==> src/rtl/ram_arb_pkg.sv <==
// Shared types and constants for the three-requester RAM arbiter.
// Requester indices double as bit positions in the gnt/rvalid vectors.
package ram_arb_pkg;

  localparam int ADDR_W_DEF = 13;
  localparam int DATA_W_DEF = 8;

  localparam logic [1:0] BOOT = 2'd0;
  localparam logic [1:0] CPU  = 2'd1;
  localparam logic [1:0] DBG  = 2'd2;

  typedef enum logic [1:0] {
    IDLE   = 2'd0,
    ACCESS = 2'd1,
    RDWAIT = 2'd2
  } state_t;

  function automatic logic [2:0] idx_onehot(input logic [1:0] idx);
    return 3'(3'b001 << idx);
  endfunction

endpackage

==> src/rtl/ram_arb_pick.sv <==
// Winner select for ram_arb: boot first, then cpu/dbg (round-robin when RAM_ARB_RR_EN).
// Latency: combinational select; the pointer advances on the edge that accepts a winner.
// Backpressure: none here; the caller only asserts take while idle.
module ram_arb_pick
  import ram_arb_pkg::*;
(
`ifdef RAM_ARB_RR_EN
  input  logic       clk,
  input  logic       rst,
  input  logic       take,
`endif
  input  logic       booting,
  input  logic       boot_req,
  input  logic       cpu_req,
  input  logic       dbg_req,
  output logic       any_vld,
  output logic [1:0] win_idx
);

  logic cpu_elig;
  logic dbg_elig;

  assign cpu_elig = cpu_req & ~booting;
  assign dbg_elig = dbg_req & ~booting;
  assign any_vld  = boot_req | cpu_elig | dbg_elig;

`ifdef RAM_ARB_RR_EN
  // 1 = dbg wins the next cpu/dbg tie; boot grants leave it untouched
  logic ptr_dbg;

  always_ff @(posedge clk or posedge rst) begin
    if (rst) begin
      ptr_dbg <= 1'b0;
    end else if (take && (win_idx != BOOT)) begin
      ptr_dbg <= (win_idx == CPU);
    end
  end
`endif

  always_comb begin
    win_idx = BOOT;
    if (boot_req) begin
      win_idx = BOOT;
    end else if (cpu_elig && dbg_elig) begin
`ifdef RAM_ARB_RR_EN
      win_idx = ptr_dbg ? DBG : CPU;
`else
      win_idx = CPU;
`endif
    end else if (cpu_elig) begin
      win_idx = CPU;
    end else if (dbg_elig) begin
      win_idx = DBG;
    end
  end

endmodule

==> src/rtl/ram_arb.sv <==
// Arbitrates boot/cpu/dbg onto one synchronous RAM; RAM_ARB_RR_EN makes cpu/dbg round-robin.
// Latency: req->gnt 2 cycles, gnt->rvalid 1 cycle; one write per 2 cycles, one read per 3.
// Backpressure: requesters hold req until gnt; losers and late arrivals simply wait.
module ram_arb
  import ram_arb_pkg::*;
#(
  parameter int ADDR_W = ADDR_W_DEF,
  parameter int DATA_W = DATA_W_DEF
) (
  input  logic              clk,
  input  logic              rst,
  input  logic              booting,
  input  logic              boot_req,
  input  logic              boot_we,
  input  logic [15:0]       boot_addr,
  input  logic [DATA_W-1:0] boot_wdata,
  input  logic              cpu_req,
  input  logic              cpu_we,
  input  logic [15:0]       cpu_addr,
  input  logic [DATA_W-1:0] cpu_wdata,
  input  logic              dbg_req,
  input  logic [15:0]       dbg_addr,
  output logic              boot_gnt,
  output logic              cpu_gnt,
  output logic              dbg_gnt,
  output logic [DATA_W-1:0] rdata,
  output logic [2:0]        rvalid,
  output logic              err,
  output logic [ADDR_W-1:0] ram_addr,
  output logic              ram_we,
  output logic [DATA_W-1:0] ram_wdata,
  input  logic [DATA_W-1:0] ram_rdata
);

  state_t            state;
  state_t            state_nxt;
  logic [1:0]        lat_idx;
  logic              lat_we;
  logic [15:0]       lat_addr;
  logic [DATA_W-1:0] lat_wdata;

  logic              any_vld;
  logic [1:0]        win_idx;
  logic              take;
  logic              in_range;
  logic              sel_we;
  logic [15:0]       sel_addr;
  logic [DATA_W-1:0] sel_wdata;
  logic [2:0]        gnt_vec;

  assign take     = (state == IDLE) & any_vld;
  assign in_range = ((lat_addr >> ADDR_W) == 16'd0);

  ram_arb_pick u_pick (
`ifdef RAM_ARB_RR_EN
    .clk      (clk),
    .rst      (rst),
    .take     (take),
`endif
    .booting  (booting),
    .boot_req (boot_req),
    .cpu_req  (cpu_req),
    .dbg_req  (dbg_req),
    .any_vld  (any_vld),
    .win_idx  (win_idx)
  );

  // dbg is read-only, so its write fields are forced to zero
  always_comb begin
    sel_we    = 1'b0;
    sel_addr  = dbg_addr;
    sel_wdata = '0;
    case (win_idx)
      BOOT: begin
        sel_we    = boot_we;
        sel_addr  = boot_addr;
        sel_wdata = boot_wdata;
      end
      CPU: begin
        sel_we    = cpu_we;
        sel_addr  = cpu_addr;
        sel_wdata = cpu_wdata;
      end
      default: ;
    endcase
  end

  always_ff @(posedge clk or posedge rst) begin
    if (rst) begin
      state     <= IDLE;
      lat_idx   <= BOOT;
      lat_we    <= 1'b0;
      lat_addr  <= '0;
      lat_wdata <= '0;
    end else begin
      state <= state_nxt;
      if (take) begin
        lat_idx   <= win_idx;
        lat_we    <= sel_we;
        lat_addr  <= sel_addr;
        lat_wdata <= sel_wdata;
      end
    end
  end

  // Outputs decode purely from state so reset zeroes them immediately
  always_comb begin
    state_nxt = state;
    gnt_vec   = 3'b000;
    rvalid    = 3'b000;
    rdata     = '0;
    err       = 1'b0;
    ram_addr  = '0;
    ram_we    = 1'b0;
    ram_wdata = '0;
    case (state)
      IDLE: begin
        if (any_vld) state_nxt = ACCESS;
      end
      ACCESS: begin
        gnt_vec   = idx_onehot(lat_idx);
        ram_addr  = lat_addr[ADDR_W-1:0];
        ram_wdata = lat_wdata;
        ram_we    = lat_we & in_range;
        if (!in_range) begin
          err       = 1'b1;
          if (!lat_we) rvalid = idx_onehot(lat_idx);
          state_nxt = IDLE;
        end else begin
          state_nxt = lat_we ? IDLE : RDWAIT;
        end
      end
      RDWAIT: begin
        rvalid    = idx_onehot(lat_idx);
        rdata     = ram_rdata;
        state_nxt = IDLE;
      end
      default: state_nxt = IDLE;
    endcase
  end

  assign boot_gnt = gnt_vec[BOOT];
  assign cpu_gnt  = gnt_vec[CPU];
  assign dbg_gnt  = gnt_vec[DBG];

endmodule
==> config.mk <==
export PLATFORM = sky130hd
export DESIGN_NAME = ram_arb
export DESIGN_NICKNAME = d
export VERILOG_FILES = /design/src/rtl/ram_arb_pkg.sv /design/src/rtl/ram_arb_pick.sv /design/src/rtl/ram_arb.sv
export SDC_FILE = /design/constraint.sdc
export NUM_CORES = 1
export LEC_CHECK = 0
export CORE_MARGIN = 2
export CORE_UTILIZATION = 40
export CTS_CLUSTER_SIZE = 28
export DETAILED_ROUTE_END_ITERATION = 6
export PLACE_DENSITY_LB_ADDON = 0.08
export SYNTH_ARGS = -nofsm -noshare
export SYNTH_HDL_FRONTEND = slang
export SYNTH_SLANG_ARGS = --single-unit
==> constraint.sdc <==
create_clock -name clk -period 4.65 [get_ports clk]
set_input_delay 0.93 -clock clk [delete_from_list [all_inputs] [get_ports clk]]
set_output_delay 0.93 -clock clk [all_outputs]
set_load 0.01 [all_outputs]
# Word-level counts from Yosys, hierarchy flattened
# Index checks and enable logic that the tools add are counted.
[word_totals]
ff_bits = 29
word_cells = 42
[op_classes]
n_eq_ne = 4
shifts = 1
n_mux = 21
bitwise = 7
n_reduce_logical = 4
[op_table]
columns = ["operator", "n"]
rows = [
  ["$pmux W16 S2", 1],
  ["$logic_not A16 Y1", 1],
  ["$mux W8", 2],
  ["$pmux W8 S2", 1],
  ["$mux W2", 7],
  ["$mux W13", 1],
  ["$mux W3", 3],
  ["$pmux W3 S2", 1],
  ["$and A1 B1 Y1", 4],
  ["$eq A2 B1 Y1 const B", 2],
  ["$logic_not A2 Y1", 2],
  ["$pmux W2 S2", 1],
  ["$mux W1", 3],
  ["$shl A1 B2 Y3 const A", 1],
  ["$eq A2 B2 Y1 const B", 1],
  ["$ne A2 B2 Y1 const B", 1],
  ["$or A1 B1 Y1", 2],
  ["$pmux W1 S2", 1],
  ["$logic_and A1 B1 Y1", 1],
  ["$not A1 Y1", 1],
]

# Logic depth before layout (Yosys ltp)
# Gate-level depths: netlist (run 1).
[logic_depth]
ltp_word = 8
mapped_depth = 8
ltp_nobuf = 5

# Modules after synthesis
# Synthesis (run 1) repeated with hierarchy kept, for this count alone.
[hier_totals]
hier_cells = 193
hier_area_um2 = 2118.3
[modules_own_cells]
columns = ["module", "instances", "cells_each", "area_per_inst_um2"]
rows = [
  ["ram_arb", 1, 189, 2084.5],
  ["ram_arb_pick", 1, 4, 33.8],
]

# Worst setup path before layout (run 1)
# OpenSTA, ideal clock, no wires.
[synth_path]
path_kind = "flip-flop to output port"
from = "reg state[1]"
to = "out rvalid[1]"
arrival_time_ps = 1343
required_ps = 3720
path_slack_ps = 2377
path_stages_with_launch = 6
n_path_buf = 0
cell_sequence = "dfrtp_1 inv_1 ha_1 nor3b_1 o21ai_0 nor3b_1"
[synth_between]
elab_chain_len = 2
[synth_lines]
columns = ["element", "line_no", "text"]
rows = [
  ["start: declaration", "ram_arb.sv:35", "state_t state;"],
  ["start signal: assignment", "ram_arb.sv:96", "state <= state_nxt;"],
  ["$eq A2 B2 Y1 or $eq A2 B1 Y1 (tied branches)", "ram_arb.sv:116", "case (state)"],
  ["$pmux W3 S2 *", "ram_arb.sv:116", ""],
  ["end: declaration", "ram_arb.sv:27", "output logic [2:0] rvalid,"],
]
# Mark *: on every way between the ends. The rest lies on a longest branch, timed or not.

# Final worst setup path (run 1)
[layout_path]
from = "reg lat_addr[14]"
to = "out rvalid[1]"
[layout_between]
elab_chain_len = 3
[layout_lines]
columns = ["element", "line_no", "text"]
rows = [
  ["start: declaration", "ram_arb.sv:39", "logic [15:0] lat_addr;"],
  ["start signal: assignment", "ram_arb.sv:100", "lat_addr <= sel_addr;"],
  ["$logic_not A16 Y1", "ram_arb.sv:52", "assign in_range = ((lat_addr >> ADDR_W) == 16'd0);"],
  ["$mux W3", "ram_arb.sv:125", "if (!in_range) begin"],
  ["$pmux W3 S2", "ram_arb.sv:116", ""],
]
# Every way passes these cells.

==> impl_metrics.env, run 1 <==
export IMPL_synth_top_area_cell="dfrtp_1"
export IMPL_post_route_period_util_pct=68.1
export IMPL_syn_nets=290
export IMPL_synth_simple_area_share_pct=26.4
export IMPL_syn2layout_area_growth_pct=66.9
export IMPL_clk_pin_slew_ns=0.06
export IMPL_arrival_ns=2.24
export IMPL_slew_headroom_pct=23.3
export IMPL_track_usage_pct=21.8
export IMPL_maxCapViolations=0
export IMPL_fillers=380
export IMPL_fp_dieW_um=71.9
export IMPL_cts_tree="built"
export IMPL_fmax_ghz=0.316
export IMPL_clk_insertion_delay_late_ns=0.28
export IMPL_ioPinCount=117
export IMPL_nets=397
export IMPL_num_rows=24
export IMPL_grt_max_degree=30
export IMPL_synth_warnings=0
export IMPL_period_needed_ns=3.17
export IMPL_fin_setup_tns_ns=0
export IMPL_endpoint_kind="primary output"
export IMPL_fin_skew_ns=0.00310
export IMPL_crit_type="reg -> out"
export IMPL_synthMuxAreaShare_pct=0.543
export IMPL_hold_class="reg -> reg"
export IMPL_cts_root_buf="clkbuf_8"
export IMPL_drive_gt1_share_pct=3.81
export IMPL_drt_pass1_iter_count=5
export IMPL_synth_xor_area_share_pct=0
export IMPL_finalHoldViolCount=0
export IMPL_ys_seq_area_share_pct=39.3
export IMPL_syn_cell_area_sq_mm=0.00184
export IMPL_die_h_um=71.9
export IMPL_status="completed"
export IMPL_p_per_area_mw_per_mm2=474
export IMPL_core_sq_mm=0.00438
export IMPL_start_kind="flop"
export IMPL_reg2reg_from="state[0]"
export IMPL_fin_util_pct=70.2
export IMPL_antenna_left=0
export IMPL_cts_max_level=2
export IMPL_synth_compound_area_share_pct=21.9
export IMPL_synthCells=207
export IMPL_grt_pass1_wl_um=8890
export IMPL_place_congestion=0.767
export IMPL_ctsResizeCount=0
export IMPL_fin_area_sq_mm=0.00308
export IMPL_dieArea_sq_mm=0.00517
export IMPL_place_area_sq_mm=0.00298
export IMPL_drc=0
export IMPL_num_vias=1947
export IMPL_critPathRequiredTime_ns=3.72
export IMPL_finalWirelength_um=5450
export IMPL_start_util_pct=42.1
export IMPL_worstMarginPinSlew_ns=1.15
export IMPL_power_leakage_nw=1.33
export IMPL_setup_viol=0
export IMPL_portBuffers=116
export IMPL_grt_overflow=0
export IMPL_critical_path_max_fanout=4
export IMPL_yosys_top_cells_area="dfrtp_1 (39%), and2_1 (10%), a222oi_1 (9.2%), inv_1 (4.3%), nand2_1 (4.1%)"
export IMPL_grt_pass1_vias=1909
export IMPL_rsz0062_at_grt="false"
export IMPL_antenna_found_initial=0
export IMPL_clockBufferDepth=2
export IMPL_synth_top_family_by_area="simple AND/OR/NAND/NOR gates"
export IMPL_synthAdderAreaFrac_pct=2.04
export IMPL_min_from="lat_wdata[2]"
export IMPL_postSynthAreaPerCell_sq_um=8.91
export IMPL_cts_setup_buffers=0
export IMPL_via_per_inst=5.31
export IMPL_drt_iter0_markers=170
export IMPL_ys_types=32
export IMPL_finalMaxSlewViolations=0
export IMPL_critPathLaunch="lat_addr[14]"
export IMPL_synth_top_cell_area_share_pct=39.3
export IMPL_hpwl_um=4060
export IMPL_wl_per_cell_um=14.8
export IMPL_cts_buffers_inserted=5
export IMPL_ys_ff_latch=29
export IMPL_diodes=0
export IMPL_ctsHoldBuffers=0
export IMPL_numClockSinks=29
export IMPL_ir_worst_vdd_mv=0.207
[state kept, by name, summed over array words and instances (netlist names)]
signal / count
lat_idx: 2
lat_addr: 16
lat_we: 1
state: 2
lat_wdata: 8
[worst paths after layout]
| path | slack (ns) | cells past startpoint | endpoint |
|---|---|---|---|
| max | 1.48 | 5 | rvalid[1] |
| min | 0.48 | 2 | lat_wdata[2] |
| max reg2reg | 2.34 | 5 | lat_wdata[6] |
| min reg2reg | 0.48 | 2 | lat_wdata[2] |
| max in group asynchronous | 2.77 | 2 | lat_addr[0] |
| min in group asynchronous | 1.23 | 2 | lat_wdata[6] |
[power breakdown]
part / switching [mW] / internal, mW / total [mW] / leakage [nW]
sequential: 0.0672 / 0.371 / 0.438 / 0.362
clock: 0.0982 / 0.134 / 0.232 / 0.0542
combinational: 0.362 / 0.428 / 0.791 / 0.918
total: 0.528 / 0.932 / 1.46 / 1.33
[layout make-up]
type / count / area [sq um] / area share, %
inverter: 21 / 78.8 / 2.56
clock buffer: 7 / 96.3 / 3.13
multi-input combinational: 140 / 938 / 30.5
sequential: 29 / 726 / 23.6
timing repair buffer: 117 / 1170 / 38.0
tap: 52 / 65.1 / 2.11
clock inverter: 1 / 5.00 / 0.163
[cell families (layout without fill, tap and decap cells)]
| kind of cell | after synthesis | count (layout) |
|---|---|---|
| fa+ha+maj | 3 | 3 |
| compound gates | 53 | 53 |
| mux | 1 | 1 |
| buf+inv | 38 | 146 |
| simple gates | 83 | 83 |
| flops | 29 | 29 |
[metrics by stage]
stage               setup WS, ns  hold WS (ns)  power [mW]  std cells
floorplan                   2.38         0.441       0.877        207
global route                1.35         0.503        1.57        367
CTS                         1.51         0.479        1.47        367
finish                      1.48         0.476        1.46        367
global placement            1.41         0.455        1.21        359
detailed placement          1.32         0.465        1.23        359
[critical path, stage by stage, from the launching register on]
cell             delay, ns
dfrtp_1               0.39
nor3_1                0.51
nor3b_1               0.11
o21ai_0               0.35
nor3b_1               0.11
clkdlybuf4s50_1       0.49
[per-layer routing]
metal	up-vias	wire length, um	global-route usage (%)
li1	950	-	-
met1	894	2350	28.6
met2	94	2530	35.5
met3	9	485	4.86
met4	0	82	8.18
met5	-	0	0
[synthesized netlist by cell type]
cell type  number
a21boi_0        1
a21o_1          1
a21oi_1         6
a221o_1         5
a222oi_1       17
a32oi_1         3
and2_1         30
and3_1          3
and4b_4         1
buf_2           6
buf_4           2
buf_6           3
clkbuf_1        6
dfrtp_1        29
ha_1            3
inv_1          21
mux2i_1         1
nand2_1        20
nand2b_1       12
nand3b_1        6
nor2_1          1
nor2_2          1
nor2b_1         1
nor3_1          3
nor3b_1         4
nor4bb_1        1
o211ai_1        1
o21ai_0        13
o21ai_1         3
o21ai_2         1
o21ba_1         1
o22ai_1         1
[cell usage in the layout (no fill, tap or decap)]
| cell | count |
|---|---|
| and2_1 | 30 |
| o22ai_1 | 1 |
| nand2b_1 | 12 |
| a21oi_1 | 6 |
| nor4bb_1 | 1 |
| dfrtp_1 | 29 |
| nand3b_1 | 6 |
| o21ba_1 | 1 |
| ha_1 | 3 |
| a221o_1 | 5 |
| a21boi_0 | 1 |
| nor2_2 | 1 |
| nand2_1 | 20 |
| clkbuf_8 | 7 |
| o21ai_2 | 1 |
| and3_1 | 3 |
| buf_4 | 1 |
| a21o_1 | 1 |
| nor3b_1 | 4 |
| inv_1 | 21 |
| nor2_1 | 1 |
| and4b_4 | 1 |
| a32oi_1 | 3 |
| clkinv_2 | 1 |
| o21ai_1 | 3 |
| nor3_1 | 3 |
| clkdlybuf4s50_1 | 116 |
| o21ai_0 | 13 |
| o211ai_1 | 1 |
| nor2b_1 | 1 |
| a222oi_1 | 17 |
| mux2i_1 | 1 |
Note: power is estimated with default switching activity, not from simulation.
==> inputs of run 2 (changes only) <==
--- a/config.mk
+++ b/config.mk
@@ -6,7 +6,7 @@
 export NUM_CORES = 1
 export LEC_CHECK = 0
 export CORE_MARGIN = 2
-export CORE_UTILIZATION = 40
+export CORE_UTILIZATION = 37
 export CTS_CLUSTER_SIZE = 28
 export DETAILED_ROUTE_END_ITERATION = 6
 export PLACE_DENSITY_LB_ADDON = 0.08
==> constraint.sdc (replaced) <==
create_clock -name clk -period 3.1 [get_ports clk]
set_input_delay 0.62 -clock clk [delete_from_list [all_inputs] [get_ports clk]]
set_output_delay 0.62 -clock clk [all_outputs]
set_load 0.01 [all_outputs]
==> impl_metrics.env, run 2 (synthesis gave the netlist of run 1 again) <==
export IMPL_setup_viol=0
export IMPL_layout_commonest_cell="clkdlybuf4s50_1"
export IMPL_fin_setup_tns_ns=0
export IMPL_grt_pass1_vias=1783
export IMPL_whs_ns=0.480
export IMPL_reg_top3="lat_addr: 16 flops, lat_wdata: 8 flops"
export IMPL_cts_tree="built"
export IMPL_pwr_share_seq_pct=28.9
export IMPL_grt_overflow=0
export IMPL_drc=0
export IMPL_rsz0062_at_grt="false"
export IMPL_nets=402
export IMPL_ctsResizeCount=0
export IMPL_clk_insertion_delay_late_ns=0.28
export IMPL_cts_root_buf="clkbuf_8"
export IMPL_arrival_ns=2.13
export IMPL_p_switching_uw=787
export IMPL_pwr_share_comb_pct=53.2
export IMPL_place_congestion=0.793
export IMPL_grt_pass1_wl_um=8430
export IMPL_fmax_ghz=0.364
export IMPL_drt_pass1_iter_count=5
export IMPL_p_per_area_mw_per_mm2=719
export IMPL_dieArea_sq_mm=0.00557
export IMPL_clockBufferDepth=2
export IMPL_fillers=423
export IMPL_clk_pin_slew_ns=0.06
export IMPL_fin_skew_ns=0.00616
export IMPL_core_sq_mm=0.00475
export IMPL_ioPinCount=117
export IMPL_worst_slack_ns=0.349
export IMPL_syn2layout_area_growth_pct=70.8
export IMPL_grt_max_degree=30
export IMPL_finalHoldViolCount=0
export IMPL_multiInputGateArea_sq_um=938
export IMPL_crit_buf_inv=1
export IMPL_critPathRequiredTime_ns=2.48
export IMPL_numClockSinks=29
export IMPL_slew_headroom_pct=54.0
export IMPL_maxCapViolations=0
export IMPL_clkPwrFrac_pct=17.9
export IMPL_post_route_period_util_pct=88.7
export IMPL_antenna_left=0
export IMPL_start_util_pct=38.8
export IMPL_ctsHoldBuffers=0
export IMPL_num_rows=25
export IMPL_endpoint_kind="primary output"
export IMPL_crit_type="reg -> out"
export IMPL_final_cell_mix="clkdlybuf4s50_1 (116), and2_1 (30), dfrtp_1 (29)"
export IMPL_cp_cell_sequence="nor3_1 > nor3b_1 > o21ai_0 > nor3b_1 > clkdlybuf4s50_1"
export IMPL_cts_setup_buffers=0
export IMPL_largest_register_ffs=16
export IMPL_crit_top_cell="nor3b_1"
export IMPL_finalMaxSlewViolations=0
export IMPL_swShare_pct=34.7
export IMPL_status="completed"
export IMPL_finalWirelength_um=5280
export IMPL_die_h_um=74.6
export IMPL_drt_iter0_markers=127
export IMPL_power_leakage_nw=1.36
export IMPL_place_ws_ns=0.624
export IMPL_track_usage_pct=19.9
export IMPL_start_kind="flop"
export IMPL_cts_max_level=2
export IMPL_layout_area_seq_sq_um=726
export IMPL_largest_register="lat_addr"
export IMPL_period_needed_ns=2.75
export IMPL_ir_worst_vdd_mv=0.395
export IMPL_antenna_found_initial=0
export IMPL_crit_slowest_cell="clkdlybuf4s50_1"
export IMPL_num_vias=1935
export IMPL_via_per_inst=5.00
export IMPL_cts_buffers_inserted=5
export IMPL_fp_dieW_um=74.6
export IMPL_slowest_delay_ns=0.49
export IMPL_diodes=0
export IMPL_hold_class="reg -> reg"
export IMPL_crit_family="simple AND/OR/NAND/NOR gates"
export IMPL_power_mw=2.26
export IMPL_critical_path_max_fanout=4
export IMPL_portBuffers=116
export IMPL_hpwl_um=3990
export IMPL_drive_gt1_share_pct=5.00
export IMPL_worstMarginPinSlew_ns=0.690
export IMPL_wl_per_cell_um=13.6
export IMPL_intPower_mw=1.48
==> run 2: changes by cell type in the layout (fill, tap and decap cells not counted) <==
cell	delta
buf_4	+5
bufinv_16	+1
clkbuf_1	+1
clkbuf_8	-1
clkinv_2	-1
==> run 2: per-layer routing <==
| metal | routed length [um] | vias to the layer above | GRT usage, % |
|---|---|---|---|
| met4 | 78 | 0 | 6.15 |
| li1 | - | 954 | - |
| met2 | 2480 | 76 | 32.3 |
| met5 | 0 | - | 0 |
| met3 | 333 | 7 | 5.01 |
| met1 | 2390 | 898 | 26.2 |
==> run 2: final timing paths <==
kind	startpoint	to	slack (ns)	cells after the start
max in group asynchronous	rst	lat_addr[5]	2.10	3
worst max register to register	state[0]	lat_addr[2]	0.88	6
worst min register to register	lat_wdata[7]	lat_wdata[7]	0.48	2
worst min-delay path	lat_wdata[7]	lat_wdata[7]	0.48	2
worst max-delay path	lat_addr[14]	rvalid[1]	0.35	5
min in group asynchronous	rst	lat_wdata[6]	0.71	3
==> run 2: metrics by stage <==
| stage | utilization (%) | instances | instance area (sq um) |
|---|---|---|---|
| 4_1_cts | 66.2 | 387 | 3150 |
| 2_1_floorplan | - | 207 | 1840 |
| 6_report | 66.2 | 387 | 3150 |
| 3_5_place_dp | 63.8 | 379 | 3030 |
| 5_1_grt | 66.2 | 387 | 3150 |
| 3_3_place_gp | 63.8 | 379 | 3030 |
==> run 2: area by class of cell <==
| type | instances | area share, % |
|---|---|---|
| Tap cell | 67 | 2.66 |
| Inverter | 21 | 2.50 |
| Timing Repair Buffer | 122 | 38.3 |
| Clock buffer | 7 | 2.74 |
| Multi-Input combinational cell | 140 | 29.8 |
| Sequential cell | 29 | 23.0 |
| Clock inverter | 1 | 0.954 |
==> run 2: power by group through the flow <==
| stage | clock network [mW] | registers (mW) | logic [mW] |
|---|---|---|---|
| finish | 0.405 | 0.654 | 1.21 |
| global route | 0.426 | 0.678 | 1.33 |
| CTS | 0.409 | 0.654 | 1.22 |
| detailed placement | 0 | 0.660 | 1.21 |
| global placement | 0 | 0.657 | 1.19 |
| floorplan | 0 | 0.627 | 0.688 |
==> run 2: worst min-delay path: stages, from the launching register on <==
cell and delay [ns]:
dfrtp_1 0.34, a222oi_1 0.06, inv_1 0.05
==> inputs of run 3 (changes only) <==
--- a/config.mk
+++ b/config.mk
@@ -5,6 +5,7 @@
 export SDC_FILE = /design/constraint.sdc
 export NUM_CORES = 1
 export LEC_CHECK = 0
+export CAP_MARGIN = 20
 export CORE_MARGIN = 2
 export CORE_UTILIZATION = 37
 export CTS_CLUSTER_SIZE = 28
==> constraint.sdc (replaced) <==
create_clock -name clk -period 3.1 [get_ports clk]
set_input_delay 0.31 -clock clk [delete_from_list [all_inputs] [get_ports clk]]
set_output_delay 0.31 -clock clk [all_outputs]
set_load 0.01 [all_outputs]
==> impl_metrics.env, run 3 (synthesis gave the netlist of run 1 again) <==
export IMPL_rrSetupSlack_ns=1.22
export IMPL_p_switching_uw=785
export IMPL_grt_max_degree=30
export IMPL_core_sq_mm=0.00475
export IMPL_fin_setup_tns_ns=0
export IMPL_diodes=0
export IMPL_die_h_um=74.6
export IMPL_hold_class="in -> async"
export IMPL_layout_commonest_cell="clkdlybuf4s50_1"
export IMPL_fillers=406
export IMPL_swShare_pct=36.3
export IMPL_critical_path_max_fanout=4
export IMPL_status="completed"
export IMPL_via_per_inst=4.92
export IMPL_crit_buf_inv=1
export IMPL_largest_register_ffs=16
export IMPL_crit_family="simple AND/OR/NAND/NOR gates"
export IMPL_slew_headroom_pct=40.8
export IMPL_antenna_found_initial=0
export IMPL_cts_tree="built"
export IMPL_worstMarginPinSlew_ns=0.887
export IMPL_ir_worst_vdd_mv=0.288
export IMPL_ctsResizeCount=0
export IMPL_numClockSinks=29
export IMPL_maxCapViolations=0
export IMPL_largest_register="lat_addr"
export IMPL_start_util_pct=38.8
export IMPL_start_kind="flop"
export IMPL_endpoint_kind="primary output"
export IMPL_cp_cell_sequence="nor3_1 > nor3b_1 > o21ai_0 > nor3b_1 > clkdlybuf4s50_1"
export IMPL_finalWirelength_um=5350
export IMPL_final_cells=388
export IMPL_reg_top3="lat_addr: 16 flops, lat_wdata: 8 flops"
export IMPL_wl_per_cell_um=13.8
export IMPL_fp_dieW_um=74.6
export IMPL_place_inst=379
export IMPL_drive_gt1_share_pct=5.61
export IMPL_rsz0062_at_grt="false"
export IMPL_power_leakage_nw=1.36
export IMPL_post_route_period_util_pct=80.9
export IMPL_finalHoldViolCount=0
export IMPL_clk_pin_slew_ns=0.06
export IMPL_grt_pass1_wl_um=8400
export IMPL_fmax_ghz=0.399
export IMPL_wl_met3_um=415
export IMPL_grt_pass1_vias=1854
export IMPL_intPower_mw=1.38
export IMPL_dieArea_sq_mm=0.00557
export IMPL_drt_iter0_markers=99
export IMPL_syn2layout_area_growth_pct=70.6
export IMPL_hpwl_um=4060
export IMPL_setup_viol=0
export IMPL_critPathRequiredTime_ns=2.79
export IMPL_grt_overflow=0
export IMPL_num_vias=1910
export IMPL_reg2reg_from="state[0]"
export IMPL_pwr_share_seq_pct=30.5
export IMPL_ctsHoldBuffers=0
export IMPL_nets=403
export IMPL_track_usage_pct=20.0
export IMPL_drc=0
export IMPL_routed_wl_met2_um=2510
export IMPL_maxUsedRoutingLayer="met4"
export IMPL_cts_root_buf="clkbuf_8"
export IMPL_wl_met1_um=2340
export IMPL_period_needed_ns=2.51
export IMPL_cts_setup_buffers=0
export IMPL_reg2reg_depth=6
export IMPL_crit_top_cell="nor3b_1"
export IMPL_place_congestion=0.797
export IMPL_cts_buffers_inserted=5
export IMPL_ioPinCount=117
export IMPL_cts_max_level=2
export IMPL_final_cell_mix="clkdlybuf4s50_1 (116), and2_1 (30), dfrtp_1 (29)"
export IMPL_arrival_ns=2.20
export IMPL_finalMaxSlewViolations=0
export IMPL_antenna_left=0
export IMPL_crit_slowest_cell="clkdlybuf4s50_1"
export IMPL_pwr_share_comb_pct=55.8
export IMPL_p_per_area_mw_per_mm2=687
export IMPL_portBuffers=116
export IMPL_fin_skew_ns=0.00461
export IMPL_num_rows=25
export IMPL_clockBufferDepth=2
export IMPL_clk_insertion_delay_late_ns=0.28
export IMPL_drt_pass1_iter_count=5
export IMPL_clkPwrFrac_pct=13.8
export IMPL_slowest_delay_ns=0.50
export IMPL_worstReg2RegEnd="lat_addr[3]"
export IMPL_crit_type="reg -> out"
-- run 3: changes by cell type in the layout (fill, tap and decap cells not counted), sizes merged --
cell,change
bufinv,-1
clkinv,+2
clkbuf,-2
buf,+1
clkinvlp,+1
-- run 3: worst max-delay path by stage --
stage                  from      endpoint  slack, ns  cells past startpoint
2_1_floorplan      state[1]     rvalid[1]       1.45                      5
3_3_place_gp        dbg_req  lat_wdata[2]       0.80                      5
3_5_place_dp        dbg_req  lat_wdata[1]       0.78                      5
4_1_cts        lat_addr[14]     rvalid[1]       0.61                      5
5_1_grt        lat_addr[14]     rvalid[1]       0.42                      5
6_report       lat_addr[14]     rvalid[1]       0.59                      5
-- run 3: final cells by class --
class	count	area (sq um)	share of cell area (%)
clock buffer	5	68.8	2.19
clock inverter	3	17.5	0.557
inverter	21	78.8	2.50
multi-input combinational	140	938	29.8
sequential	29	726	23.1
tap	67	83.8	2.66
timing repair buffer	123	1230	39.2
-- run 3: through the flow --
step           cell area, sq um  hold slack (ns)  setup WS [ns]  utilization, %  power (mW)
6_report                   3150            0.259          0.594            66.2        2.16
2_1_floorplan              1840            0.388           1.45               -        1.32
4_1_cts                    3120            0.481          0.614            65.6        2.18
5_1_grt                    3150            0.266          0.422            66.2        2.34
3_3_place_gp               3030            0.462          0.798            63.8        1.85
3_5_place_dp               3030            0.467          0.784            63.8        1.88
-- run 3: power by group through the flow --
stage / logic [mW] / clock network [mW] / registers, mW
detailed placement: 1.21 / 0 / 0.663
finish: 1.21 / 0.298 / 0.659
global route: 1.34 / 0.325 / 0.681
global placement: 1.19 / 0 / 0.659
CTS: 1.22 / 0.307 / 0.658
floorplan: 0.688 / 0 / 0.627
-- run 3: per-layer routing --
metal / vias up / global-route usage, %
li1: 959 / -
met1: 857 / 25.3
met2: 88 / 32.7
met3: 6 / 5.96
met4: 0 / 6.75
met5: - / 0
